**config.mk**
```make
export PLATFORM = sky130hd
export DESIGN_NAME = memory_access_unit
export DESIGN_NICKNAME = d
export VERILOG_FILES = /design/src/rtl/memory_access_unit.sv
export SDC_FILE = /design/constraint.sdc
export NUM_CORES = 1
export LEC_CHECK = 0
export CORE_ASPECT_RATIO = 0.75
export CORE_MARGIN = 1.5
export CORE_UTILIZATION = 30
export DETAILED_ROUTE_END_ITERATION = 8
export DONT_BUFFER_PORTS = 1
export GPL_TIMING_DRIVEN = 0
export PLACE_DENSITY = 0.54
export RECOVER_POWER = 25
export SYNTH_ARGS = -nofsm -noshare
export SYNTH_HDL_FRONTEND = slang
export SYNTH_SLANG_ARGS = --single-unit
```
**constraint.sdc**
```tcl
create_clock -name i_clk -period 2.2 [get_ports i_clk]
set_input_delay 0.22 -clock i_clk [delete_from_list [all_inputs] [get_ports i_clk]]
set_output_delay 0.22 -clock i_clk [all_outputs]
set_load 0.02 [all_outputs]
```
**src/rtl/memory_access_unit.sv**
```systemverilog
// Memory-stage load/store unit: aligns store data and byte enables onto an 8-byte
// bus, handles a simple req/ready handshake and extends load results for write-back.
module memory_access_unit #(
    parameter int DATA_WIDTH = 64,
    parameter int ADDR_WIDTH = 64
) (
    input  logic                  i_clk,
    input  logic                  i_arst,
    input  logic                  i_mem_re,
    input  logic                  i_mem_we,
    input  logic [2:0]            i_funct3,
    input  logic [ADDR_WIDTH-1:0] i_addr,
    input  logic [DATA_WIDTH-1:0] i_write_data,
    input  logic                  i_dmem_ready,
    input  logic [DATA_WIDTH-1:0] i_dmem_rdata,
    output logic                  o_dmem_req,
    output logic                  o_dmem_we,
    output logic [ADDR_WIDTH-1:0] o_dmem_addr,
    output logic [7:0]            o_dmem_be,
    output logic [DATA_WIDTH-1:0] o_dmem_wdata,
    output logic [DATA_WIDTH-1:0] o_read_data,
    output logic                  o_stall_mem,
    output logic                  o_misaligned,
    output logic [3:0]            o_cause,
    output logic [1:0]            state_dbg
);

    // Handshake: o_dmem_req is held with address/be/wdata stable until a cycle in
    // which i_dmem_ready is 1; that cycle completes the transfer (and carries rdata).
    typedef enum logic [1:0] {
        IDLE = 2'd0,
        WAIT = 2'd1,
        DONE = 2'd2
    } state_t;

    state_t state_q, state_d;

    logic [ADDR_WIDTH-1:0] addr_q;
    logic [7:0]            be_q;
    logic [DATA_WIDTH-1:0] wdata_q;
    logic                  we_q;
    logic [2:0]            funct3_q;
    logic [2:0]            off_q;
    logic [DATA_WIDTH-1:0] read_data_q;

    logic                  op_valid;
    logic [2:0]            off;
    logic [2:0]            align_mask;
    logic                  misaligned_now;
    logic [7:0]            be_now;
    logic [DATA_WIDTH-1:0] wdata_now;
    logic [DATA_WIDTH-1:0] rdata_shifted;
    logic [DATA_WIDTH-1:0] load_result;
    logic                  sign_fill;
    logic                  capture;
    logic                  load_capture;
    logic                  stall_raw;

    assign op_valid = i_mem_re | i_mem_we;
    assign off      = i_addr[2:0];

    always_comb begin
        align_mask = 3'b000;
        be_now     = 8'h01;
        case (i_funct3[1:0])
            2'd0: begin align_mask = 3'b000; be_now = 8'h01; end
            2'd1: begin align_mask = 3'b001; be_now = 8'h03; end
            2'd2: begin align_mask = 3'b011; be_now = 8'h0F; end
            default: begin align_mask = 3'b111; be_now = 8'hFF; end
        endcase
        be_now = be_now << off;
    end

    assign misaligned_now = op_valid & (|(off & align_mask));
    assign wdata_now      = i_write_data << {off, 3'b000};

    // Load extraction uses the offset and size captured at request time.
    assign rdata_shifted = i_dmem_rdata >> {off_q, 3'b000};

    always_comb begin
        sign_fill   = 1'b0;
        load_result = rdata_shifted;
        case (funct3_q[1:0])
            2'd0: begin
                sign_fill   = ~funct3_q[2] & rdata_shifted[7];
                load_result = {{(DATA_WIDTH-8){sign_fill}}, rdata_shifted[7:0]};
            end
            2'd1: begin
                sign_fill   = ~funct3_q[2] & rdata_shifted[15];
                load_result = {{(DATA_WIDTH-16){sign_fill}}, rdata_shifted[15:0]};
            end
            2'd2: begin
                sign_fill   = ~funct3_q[2] & rdata_shifted[31];
                load_result = {{(DATA_WIDTH-32){sign_fill}}, rdata_shifted[31:0]};
            end
            default: begin
                sign_fill   = 1'b0;
                load_result = rdata_shifted;
            end
        endcase
    end

    always_comb begin
        state_d      = state_q;
        o_dmem_req   = 1'b0;
        stall_raw    = 1'b0;
        o_misaligned = 1'b0;
        o_cause      = 4'd0;
        capture      = 1'b0;
        load_capture = 1'b0;
        case (state_q)
            IDLE: begin
                if (misaligned_now) begin
                    o_misaligned = 1'b1;
                    o_cause      = i_mem_we ? 4'd6 : 4'd4;
                end else if (op_valid) begin
                    stall_raw = 1'b1;
                    capture   = 1'b1;
                    state_d   = WAIT;
                end
            end
            WAIT: begin
                o_dmem_req = 1'b1;
                stall_raw  = 1'b1;
                if (i_dmem_ready) begin
                    load_capture = ~we_q;
                    state_d      = DONE;
                end
            end
            DONE: begin
                state_d = IDLE;
            end
            default: begin
                state_d = IDLE;
            end
        endcase
    end

    always_ff @(posedge i_clk) begin
        if (i_arst) begin
            state_q     <= IDLE;
            addr_q      <= '0;
            be_q        <= '0;
            wdata_q     <= '0;
            we_q        <= 1'b0;
            funct3_q    <= '0;
            off_q       <= '0;
            read_data_q <= '0;
        end else begin
            state_q <= state_d;
            if (capture) begin
                addr_q   <= {i_addr[ADDR_WIDTH-1:3], 3'b000};
                be_q     <= be_now;
                wdata_q  <= wdata_now;
                we_q     <= i_mem_we;
                funct3_q <= i_funct3;
                off_q    <= off;
            end
            if (load_capture) begin
                read_data_q <= load_result;
            end
        end
    end

    assign o_stall_mem  = stall_raw & ~i_arst;
    assign o_dmem_we    = o_dmem_req & we_q;
    assign o_dmem_be    = o_dmem_req ? be_q : 8'h00;
    assign o_dmem_addr  = addr_q;
    assign o_dmem_wdata = wdata_q;
    assign o_read_data  = read_data_q;
    assign state_dbg    = state_q;

endmodule

```
# ---- Word-level counts from Yosys, hierarchy flattened
# Cells that the tools add are included.
dict set report word_totals {
  register_bits 206
  inputBits 200
  out_inout_bits 210
  wordCells 55
}
dict set report op_classes {
  eq_ne 8
  shifts 3
  mux 20
  bitwise_logic 11
  reduce_logical 5
}
# op n
set ops {}
lappend ops {{64-bit one-hot mux with 3 select lines} 1}
lappend ops {{64-bit by 6-bit << shifter with 64-bit output} 1}
lappend ops {{64-bit by 6-bit right shift with 64-bit output} 1}
lappend ops {{8-bit one-hot mux with 3 select lines} 1}
lappend ops {{3-bit one-hot mux with 3 select lines} 1}
lappend ops {{1-bit two-way mux} 8}
lappend ops {{2-bit two-way mux} 4}
lappend ops {{8-bit two-way mux} 1}
lappend ops {{8-bit by 3-bit << shifter with 8-bit output} 1}
lappend ops {{1-bit AND} 6}
lappend ops {{2-bit by 1-bit == test with 1-bit output, second input constant} 3}
lappend ops {{2-bit zero test} 3}
lappend ops {{3-bit two-way mux} 2}
lappend ops {{2-bit inequality test, second input constant} 3}
lappend ops {{2-bit == test, second input constant} 2}
lappend ops {{2-bit one-hot mux with 2 select lines} 1}
lappend ops {{3-bit AND} 1}
lappend ops {{1-bit NOT} 3}
lappend ops {{3-bit AND reduction} 1}
lappend ops {{3-bit OR reduction} 1}
lappend ops {{1-bit one-hot mux with 2 select lines} 1}
lappend ops {{1-bit OR} 1}

# ---- Logic depth before layout (Yosys ltp)
# Gate-level depths: netlist (run 1).
dict set report logic_depth {
  depth_word 8
  mapped_depth 9
}

# ---- Least setup slack after synthesis (run 1)
# OpenSTA, ideal clock, no wires.
dict set report synth_path {
  path_kind {reg-to-output}
  from {reg state_q[1], in the netlist state_dbg[1]}
  to {out o_stall_mem}
  t_arrival_ps 2005
  path_slack_ps -25
  stages_incl_launch_ff 7
  n_path_buf 2
  cell_sequence {dfxtp_1 or2_1 a2111oi_2 buf_2 buf_2 nor2_1 nor3_1}
}
dict set report synth_between {
  elab_chain_cells 3
  word_cells_on_any_way 4
  classes_between {eq/ne: 1; mux: 1; bitwise: 1; reduce/logical: 1}
}
# element line_no
set synth_lines {}
lappend synth_lines {{start, declared} 36} ;# state_t state_q, state_d;
lappend synth_lines {{start signal, assigned} 150} ;# state_q <= state_d;
lappend synth_lines {{2-bit by 1-bit == test with 1-bit output or 2-bit zero test (tied branches)} 111} ;# case (state_q)
lappend synth_lines {{1-bit one-hot mux with 2 select lines (*)} 111}
lappend synth_lines {{1-bit AND (*)} 165} ;# assign o_stall_mem = stall_raw & ~i_arst;
lappend synth_lines {{end, declared} 22} ;# output logic o_stall_mem,
# Mark *: on every way between the ends. The rest lies on a longest branch, timed or not.

# ---- Final worst setup path (run 1)
dict set report layout_path {
  from {reg state_q[1], in the netlist state_dbg[1]}
  to {out o_cause[1]}
}
dict set report layout_between {
  elab_chain_cells 2
}
# element line_no
set layout_lines {}
lappend layout_lines {{2-bit zero test} 111}
lappend layout_lines {{3-bit two-way mux} 111}
lappend layout_lines {{end, declared} 24} ;# output logic [3:0] o_cause,
# No other way between the ends.

==> metrics.md, run 1 <==
| Metric | Value |
|---|---|
| Initial antenna violation count | 9 |
| Crit path max fanout | 4 |
| Global-route wire length before repair | 68,950 µm |
| Ys async rst share | 0% |
| CP startpoint kind | flip-flop |
| WL final | 48,760 µm |
| FF-to-FF setup slack | -0.06 ns |
| CP Class | flip-flop to output port |
| Req. time, crit path | 1.98 ns |
| Detail Route Antenna Nets | 0 |
| Ys flop type | dfxtp_1 |
| Min Hold Slack | 0.02979 ns |
| # rows | 59 |
| Worst R2R End | o_read_data[37] |
| Root Driver | clkbuf_16 |
| Worst Path Arrival | 2.14 ns |
| Post-synth EDFFs | 0 |
| Worst Hold Class | primary input to flip-flop |
| Routability cong. | 0.9817 |
| Clock sinks | 206 |
| Die Ht | 165.5 µm |
| Die area | 0.03636 mm² |
| Distinct cells, synth | 49 |
| R2R Path Start | off_q[1] |
| Global Route Usage Sum | 25.72% |
| Syn Inst Count | 1,261 |
| H-tree levels | 1 |
| Post-route cell area | 0.01344 mm² |
| Final Hold Vio Count | 0 |
| Register area share after synthesis | 39.04% |
| Port bufs | 0 |
| Vias | 10.68k |
| Max VDD drop | 0.5595 mV |
| Final nets | 1,596 |
| Tot Pwr | 10.75 mW |
| DIE WIDTH | 219.7 µm |
| Vias/cell | 5.694 |
| FF-to-FF path depth | 8 |
| Warnings from Yosys | 0 |
| Crit path time final | 2.363 ns |
| Worst skew pair latency | 0.55 ns |
| Detail Placement HPWL | 37,210 µm |
| LEAKAGE | 4.828 nW |
| Mean post-synth cell area | 8.377 µm² |
| GR Overflow Total | 0 |
| Switching Power | 3.451 mW |
| Share of cells above drive strength 1 | 15.92% |
| Hold depth | 3 |
| Seq pwr share | 41.5% |
| Logic gate share of total power | 20.3% |
| Filler cell count | 3,491 |
| Core area | 0.03470 mm² |
| Fin crit share | 107.4% |
| RSZ-0062 raised after global routing | yes |
| Worst slew pin tran | 0.8601 ns |
| Clock Path Buffers | 3 |
| Final Max Slew Viols | 0 |
| IO Count | 410 |
| Run status | complete, but fails checks |
| Top cell by count, worst path | or2_4 |
| Internal cell power | 7.302 mW |
| Max Cap Viol | 0 |
| Number of synthesized register bits | 206 |
| Sw Ratio | 32.09% |
| Vias in the first global route | 10.36k |
| Layout Utilization | 38.74% |
| First DRT Iteration DRCs | 1,071 |
| DR DRC count | 0 |
| Placement Setup Slack | -0.9799 ns |
| Max stage delay cell, worst path | dfxtp_4 |
| Starting density of the core | 30.45% |
| Clock Skews | 0.02151 ns |
| PnR worst setup slack | -0.1626 ns |
| CTS Buf Count | 24 |
| WL per Instance | 26.00 µm |
| Hold path start | i_funct3[0] |
| Slew HR | 42.66% |
| Crit path cell chain | or2_4 -> buf_4 -> or2_4 -> nor2_4 -> and2_4 |
| Power Density | 800.0 mW/mm² |
| Largest net degree at the start of global routing | 20 |
| DRT Pass-1 Iters | 7 |
| Setup violations, final | 26 |
| Failing checks | negative setup slack |
| P&R area growth vs syn | 27.24% |
| CTS tree | yes |
| Clock group share of total power | 38.2% |
| Cell area after placement | 0.01116 mm² |
| CP max stage delay | 0.39 ns |
| Hold worst-path end | funct3_q[0] |
| Worst-path clk slew | 0.06 ns |
| Fmax | 423.3 MHz |
| Mapped cell area | 0.01056 mm² |
| Crit. End Element | output port |
## kinds of logic after synthesis
logic type,Yosys count,synth area share (%)
AO/OA/AOI/OAI,290,19.83
buffers and inverters,133,5.709
flip-flops,206,39.04
multiplexers,140,15.65
other,1,0.03550
AND/OR/NAND/NOR,491,19.74
## per-layer routing
metal / vias up / part of all wire [%] / global-route usage, %
met5: - / 0.14 / 0
met4: 6 / 3.1 / 7.297
met3: 94 / 12 / 10.79
met2: 578 / 43 / 39.29
met1: 5199 / 41 / 33.06
li1: 4800 / - / -
## power by group through the flow
stage | Combinational (mW) | Sequential [mW] | Clock (mW)
after detailed placement | 1.73 | 4.54 | 0
after global placement | 1.71 | 4.54 | 0
after global routing | 2.34 | 4.49 | 4.33
after floorplan | 1.23 | 4.44 | 0
final | 2.18 | 4.47 | 4.11
after CTS | 2.05 | 4.46 | 4.19
## placed cells by master (no fill, tap or decap), types with 5 or more instances in the layout
cell type / count
dfxtp_1: 203
mux4_2: 18
clkbuf_16: 25
clkbuf_8: 6
a32oi_1: 23
diode_2: 5
clkbuf_4: 10
clkbuf_2: 15
mux2i_1: 100
buf_2: 24
a211o_1: 7
nand2b_1: 11
clkinv_2: 5
a21oi_1: 98
buf_12: 5
and2_2: 5
nor2b_1: 13
nand2_1: 280
conb_1: 5
a31oi_1: 8
o2bb2ai_1: 16
or3_1: 18
a22o_1: 8
dlygate4sd3_1: 94
mux2_2: 17
buf_6: 12
or2_2: 17
a311oi_2: 10
nand3_1: 10
a311oi_1: 60
nor2_1: 113
buf_4: 18
clkbuf_1: 49
buf_1: 8
a211oi_1: 33
a2bb2oi_1: 8
## cell usage after synthesis, types with 14 or more instances
| cell type | n | share of area [%] |
|---|---|---|
| a211oi_1 | 33 | 2.3 |
| a21oi_1 | 99 | 4.7 |
| a311oi_1 | 70 | 5.8 |
| a32oi_1 | 23 | 1.9 |
| buf_2 | 29 | 1.4 |
| clkbuf_1 | 76 | 2.7 |
| dfxtp_1 | 206 | 39 |
| mux2_2 | 19 | 2.0 |
| mux2i_1 | 101 | 9.6 |
| mux4_2 | 18 | 3.8 |
| nand2_1 | 280 | 9.9 |
| nor2_1 | 117 | 4.2 |
| nor2b_1 | 14 | 0.83 |
| o2bb2ai_1 | 16 | 1.3 |
| or2_2 | 18 | 1.1 |
| or3_1 | 18 | 1.1 |
## per-stage QoR
step | TNS [ns] | cells
after global routing | -2.704 | 1872
after detailed placement | -92.65 | 1722
after global placement | -85.45 | 1722
after CTS | -1.215 | 1866
after floorplan | 0 | 1265
final | -1.306 | 1875
## layout make-up
cell class,count,area [µm²],area share [%]
multi-input cells,926,6051,45.02
flip-flops and latches,206,4133,30.75
repair buffers,111,1139,8.471
plain buffers,124,721.9,5.371
clock buffers,34,688.2,5.120
well taps,457,571.8,4.254
clock inverters,9,112.6,0.8378
inverters,3,12.51,0.09308
diodes,5,12.51,0.09308
## what timing repair did
action / in CTS / in global routing
gates cloned: 2 / 1
gates resized for setup: 73 / 73
hold buffers: 93 / 1
setup endpoints to repair: 219 / 189
setup buffers: 10 / 5
hold endpoints to repair: 98 / 9
pin swaps: 7 / 6
## registers in the layout, summed over array words and instances (netlist names)
name          count
we_q              1
off_q             3
o_dmem_addr      61
o_read_data      64
state_dbg         2
be_q              8
o_dmem_wdata     64
funct3_q          3
## how the worst max path moves through the flow
stage	from	end	slack, ns	cells after the start
finish	state_dbg[1]	o_cause[1]	-0.16	5
global route	state_dbg[1]	o_stall_mem	-0.23	7
global placement	state_dbg[1]	o_stall_mem	-0.94	6
detailed placement	state_dbg[1]	o_stall_mem	-0.98	6
CTS	state_dbg[0]	o_stall_mem	-0.34	7
floorplan	state_dbg[1]	o_stall_mem	0.13	6
## worst max-delay path: cells and delay by family (launching register included)
family | cells | cell delay, ns
DFF | 1 | 0.39
and+or+nand+nor | 4 | 1.08
buffers and inverters | 1 | 0.14
Note: power is estimated with default switching activity, not from simulation.
==> run 2: changes to the inputs <==
--- a/config.mk
+++ b/config.mk
@@ -13,6 +13,7 @@
 export GPL_TIMING_DRIVEN = 0
 export PLACE_DENSITY = 0.54
 export RECOVER_POWER = 25
+export SETUP_SLACK_MARGIN = 0.05
 export SYNTH_ARGS = -nofsm -noshare
 export SYNTH_HDL_FRONTEND = slang
 export SYNTH_SLANG_ARGS = --single-unit
==> run 2 against run 1 <==
- clock skew rose by 0.0060 ns
- critical path depth did not move
- hold slack got worse by 0.0042 ns
- clock-buffer cell count did not move
- largest cell class unchanged
- the run still ends with negative setup slack left
==> metrics.md, run 2 (synthesis gave the netlist of run 1 again) <==
| Metric | Value |
|---|---|
| Run status | complete, but fails checks (unchanged) |
| Failing checks | negative setup slack (unchanged) |
| DIE WIDTH | 219.7 µm (unchanged) |
| Setup violations, final | 45 (was 26) |
| CTS tree | yes (unchanged) |
| P&R area growth vs syn | 29.54% (was 27.24%) |
| Share of cells above drive strength 1 | 17.84% (was 15.92%) |
| Crit path time final | 2.377 ns (was 2.363 ns) |
| Layout Utilization | 39.44% (was 38.74%) |
| Final Max Slew Viols | 0 (unchanged) |
| Worst slew pin tran | 0.8747 ns (was 0.8601 ns) |
| Die area | 0.03636 mm² (unchanged) |
| Global Route Usage Sum | 25.81% (was 25.72%) |
| Starting density of the core | 30.45% (unchanged) |
| Fmax | 420.7 MHz (was 423.3 MHz) |
| Largest net degree at the start of global routing | 13 (was 20) |
| Worst-path clk slew | 0.06 ns (about the same) |
| Root Driver | clkbuf_16 (unchanged) |
| CTS Buf Count | 24 (unchanged) |
| PnR worst setup slack | -0.1772 ns (was -0.1626 ns) |
| Crit path max fanout | 4 (unchanged) |
| WL per Instance | 26.10 µm (was 26.00 µm) |
| Max VDD drop | 0.5558 mV (was 0.5595 mV) |
| Final Hold Vio Count | 0 (unchanged) |
| LEAKAGE | 4.905 nW (was 4.828 nW) |
| Power Density | 793.7 mW/mm² (was 800.0 mW/mm²) |
| Vias in the first global route | 10.49k (was 10.36k) |
| Top cell by count, worst path | or2_4 (unchanged) |
| Filler cell count | 3,456 (was 3,491) |
| Max Cap Viol | 0 (unchanged) |
| Fin crit share | 108.1% (was 107.4%) |
| Crit path cell chain | or2_4 -> buf_4 -> or2_4 -> nor2_4 -> and2_4 (unchanged) |
| Port bufs | 0 (unchanged) |
| Die Ht | 165.5 µm (unchanged) |
| CP startpoint kind | flip-flop (unchanged) |
| Worst Path Arrival | 2.16 ns (was 2.14 ns) |
| Slew HR | 41.69% (was 42.66%) |
| DRT Pass-1 Iters | 5 (was 7) |
| Req. time, crit path | 1.98 ns (about the same) |
| Global-route wire length before repair | 69,250 µm (was 68,950 µm) |
| Worst skew pair latency | 0.55 ns (about the same) |
| First DRT Iteration DRCs | 912 (was 1,071) |
| Setup TNS | -3.062 ns (was -1.306 ns) |
| CP Class | flip-flop to output port (unchanged) |
| Clock sinks | 206 (unchanged) |
| H-tree levels | 1 (unchanged) |
| Most frequent cells in the layout | nand2_1, dfxtp_1, nor2_1 (unchanged) |
| RSZ-0062 raised after global routing | yes (unchanged) |
| Core area | 0.03470 mm² (unchanged) |
| Crit. End Element | output port (unchanged) |
| FF-to-FF setup slack | -0.10 ns (was -0.06 ns) |
| Vias/cell | 5.717 (was 5.694) |
| GR Overflow Total | 0 (unchanged) |
| Initial antenna violation count | 10 (was 9) |
| Final nets | 1,601 (was 1,596) |
| # rows | 59 (unchanged) |
| IO Count | 410 (unchanged) |
| CP max stage delay | 0.39 ns (about the same) |
| Clock Skews | 0.02749 ns (was 0.02151 ns) |
| Vias | 10.75k (was 10.68k) |
| Detail Placement HPWL | 37,210 µm (unchanged) |
| Clock Path Buffers | 3 (unchanged) |
| Max stage delay cell, worst path | dfxtp_4 (unchanged) |
| Detail Route Antenna Nets | 0 (unchanged) |
| WL final | 49,100 µm (was 48,760 µm) |
| DR DRC count | 0 (unchanged) |
| Most common library cell in the layout ignoring fill and taps | nand2_1 (unchanged) |
| Worst Hold Class | primary input to flip-flop (unchanged) |
| Routability cong. | 0.9817 (unchanged) |
-- run 2: cell types whose count changed in the layout (fill, tap and decap cells not counted), sizes merged --
cell,previous run,this run
buf,70,84
clkbuf,105,97
diode,5,6
dlygate4sd3,94,93
-- run 2: path summary, 6_finish.rpt --
kind | cells past startpoint | startpoint | to
min reg2reg | 2 | be_q[2] | be_q[2]
min | 2 | i_dmem_rdata[61] | o_read_data[29]
max | 5 | state_dbg[1] | o_cause[1]
max reg2reg | 8 | off_q[1] | o_read_data[42]
-- run 2: metrics by stage --
stage | setup WS, ns | cells | hold WS [ns] | area (µm²) | total power [mW]
after floorplan | 0.1320 | 1265 | 0.3457 | 10580 | 5.676
after global placement | -0.9428 | 1722 | 0.3467 | 11160 | 6.254
after detailed placement | -0.9799 | 1722 | 0.3522 | 11160 | 6.270
after CTS | -0.3449 | 1876 | 0.001797 | 13440 | 10.84
after global routing | -0.2348 | 1878 | 0.01300 | 13680 | 11.27
final | -0.1772 | 1881 | 0.02557 | 13680 | 10.86
-- run 2: where the power goes --
group / internal (mW) / switching (mW) / total (mW) / leakage [nW]
combinational: 0.981 / 1.31 / 2.29 / 2.83
sequential: 3.98 / 0.488 / 4.46 / 1.68
clock: 2.41 / 1.69 / 4.11 / 0.393
total: 7.37 / 3.49 / 10.9 / 4.90
-- run 2: routing by layer --
| metal | track usage [%] | wire, µm | share of wire [%] |
|---|---|---|---|
| met1 | 33.55 | 20360 | 41 |
| met2 | 39.65 | 21500 | 44 |
| met3 | 9.725 | 5646 | 11 |
| met4 | 7.699 | 1552 | 3.2 |
| met5 | 0 | 37 | 0.075 |
-- run 2: area by class of cell --
class / instances / area, µm² / share of cell area (%)
diodes: 6 / 15.01 / 0.1097
plain buffers: 127 / 780.7 / 5.705
clock buffers: 34 / 688.2 / 5.029
clock inverters: 9 / 112.6 / 0.8229
inverters: 3 / 12.51 / 0.09143
multi-input cells: 926 / 6188 / 45.22
flip-flops and latches: 206 / 4133 / 30.20
well taps: 457 / 571.8 / 4.178
repair buffers: 113 / 1182 / 8.640
-- run 2: what timing repair did --
item | 4_1_cts | 5_1_grt
gates resized for setup | 104 | 100
buffers inserted | 16 | 8
hold endpoints to repair | 98 | 0
setup endpoints to repair | 219 | 190
pin swaps | 8 | 14
hold buffers | 93 | 0
gates cloned | 4 | 0
-- run 2: critical path: cells and delay by family (launching register included) --
family	cells	cell delay (ns)
flops	1	0.39
buf+inv	1	0.14
simple gates	4	1.08
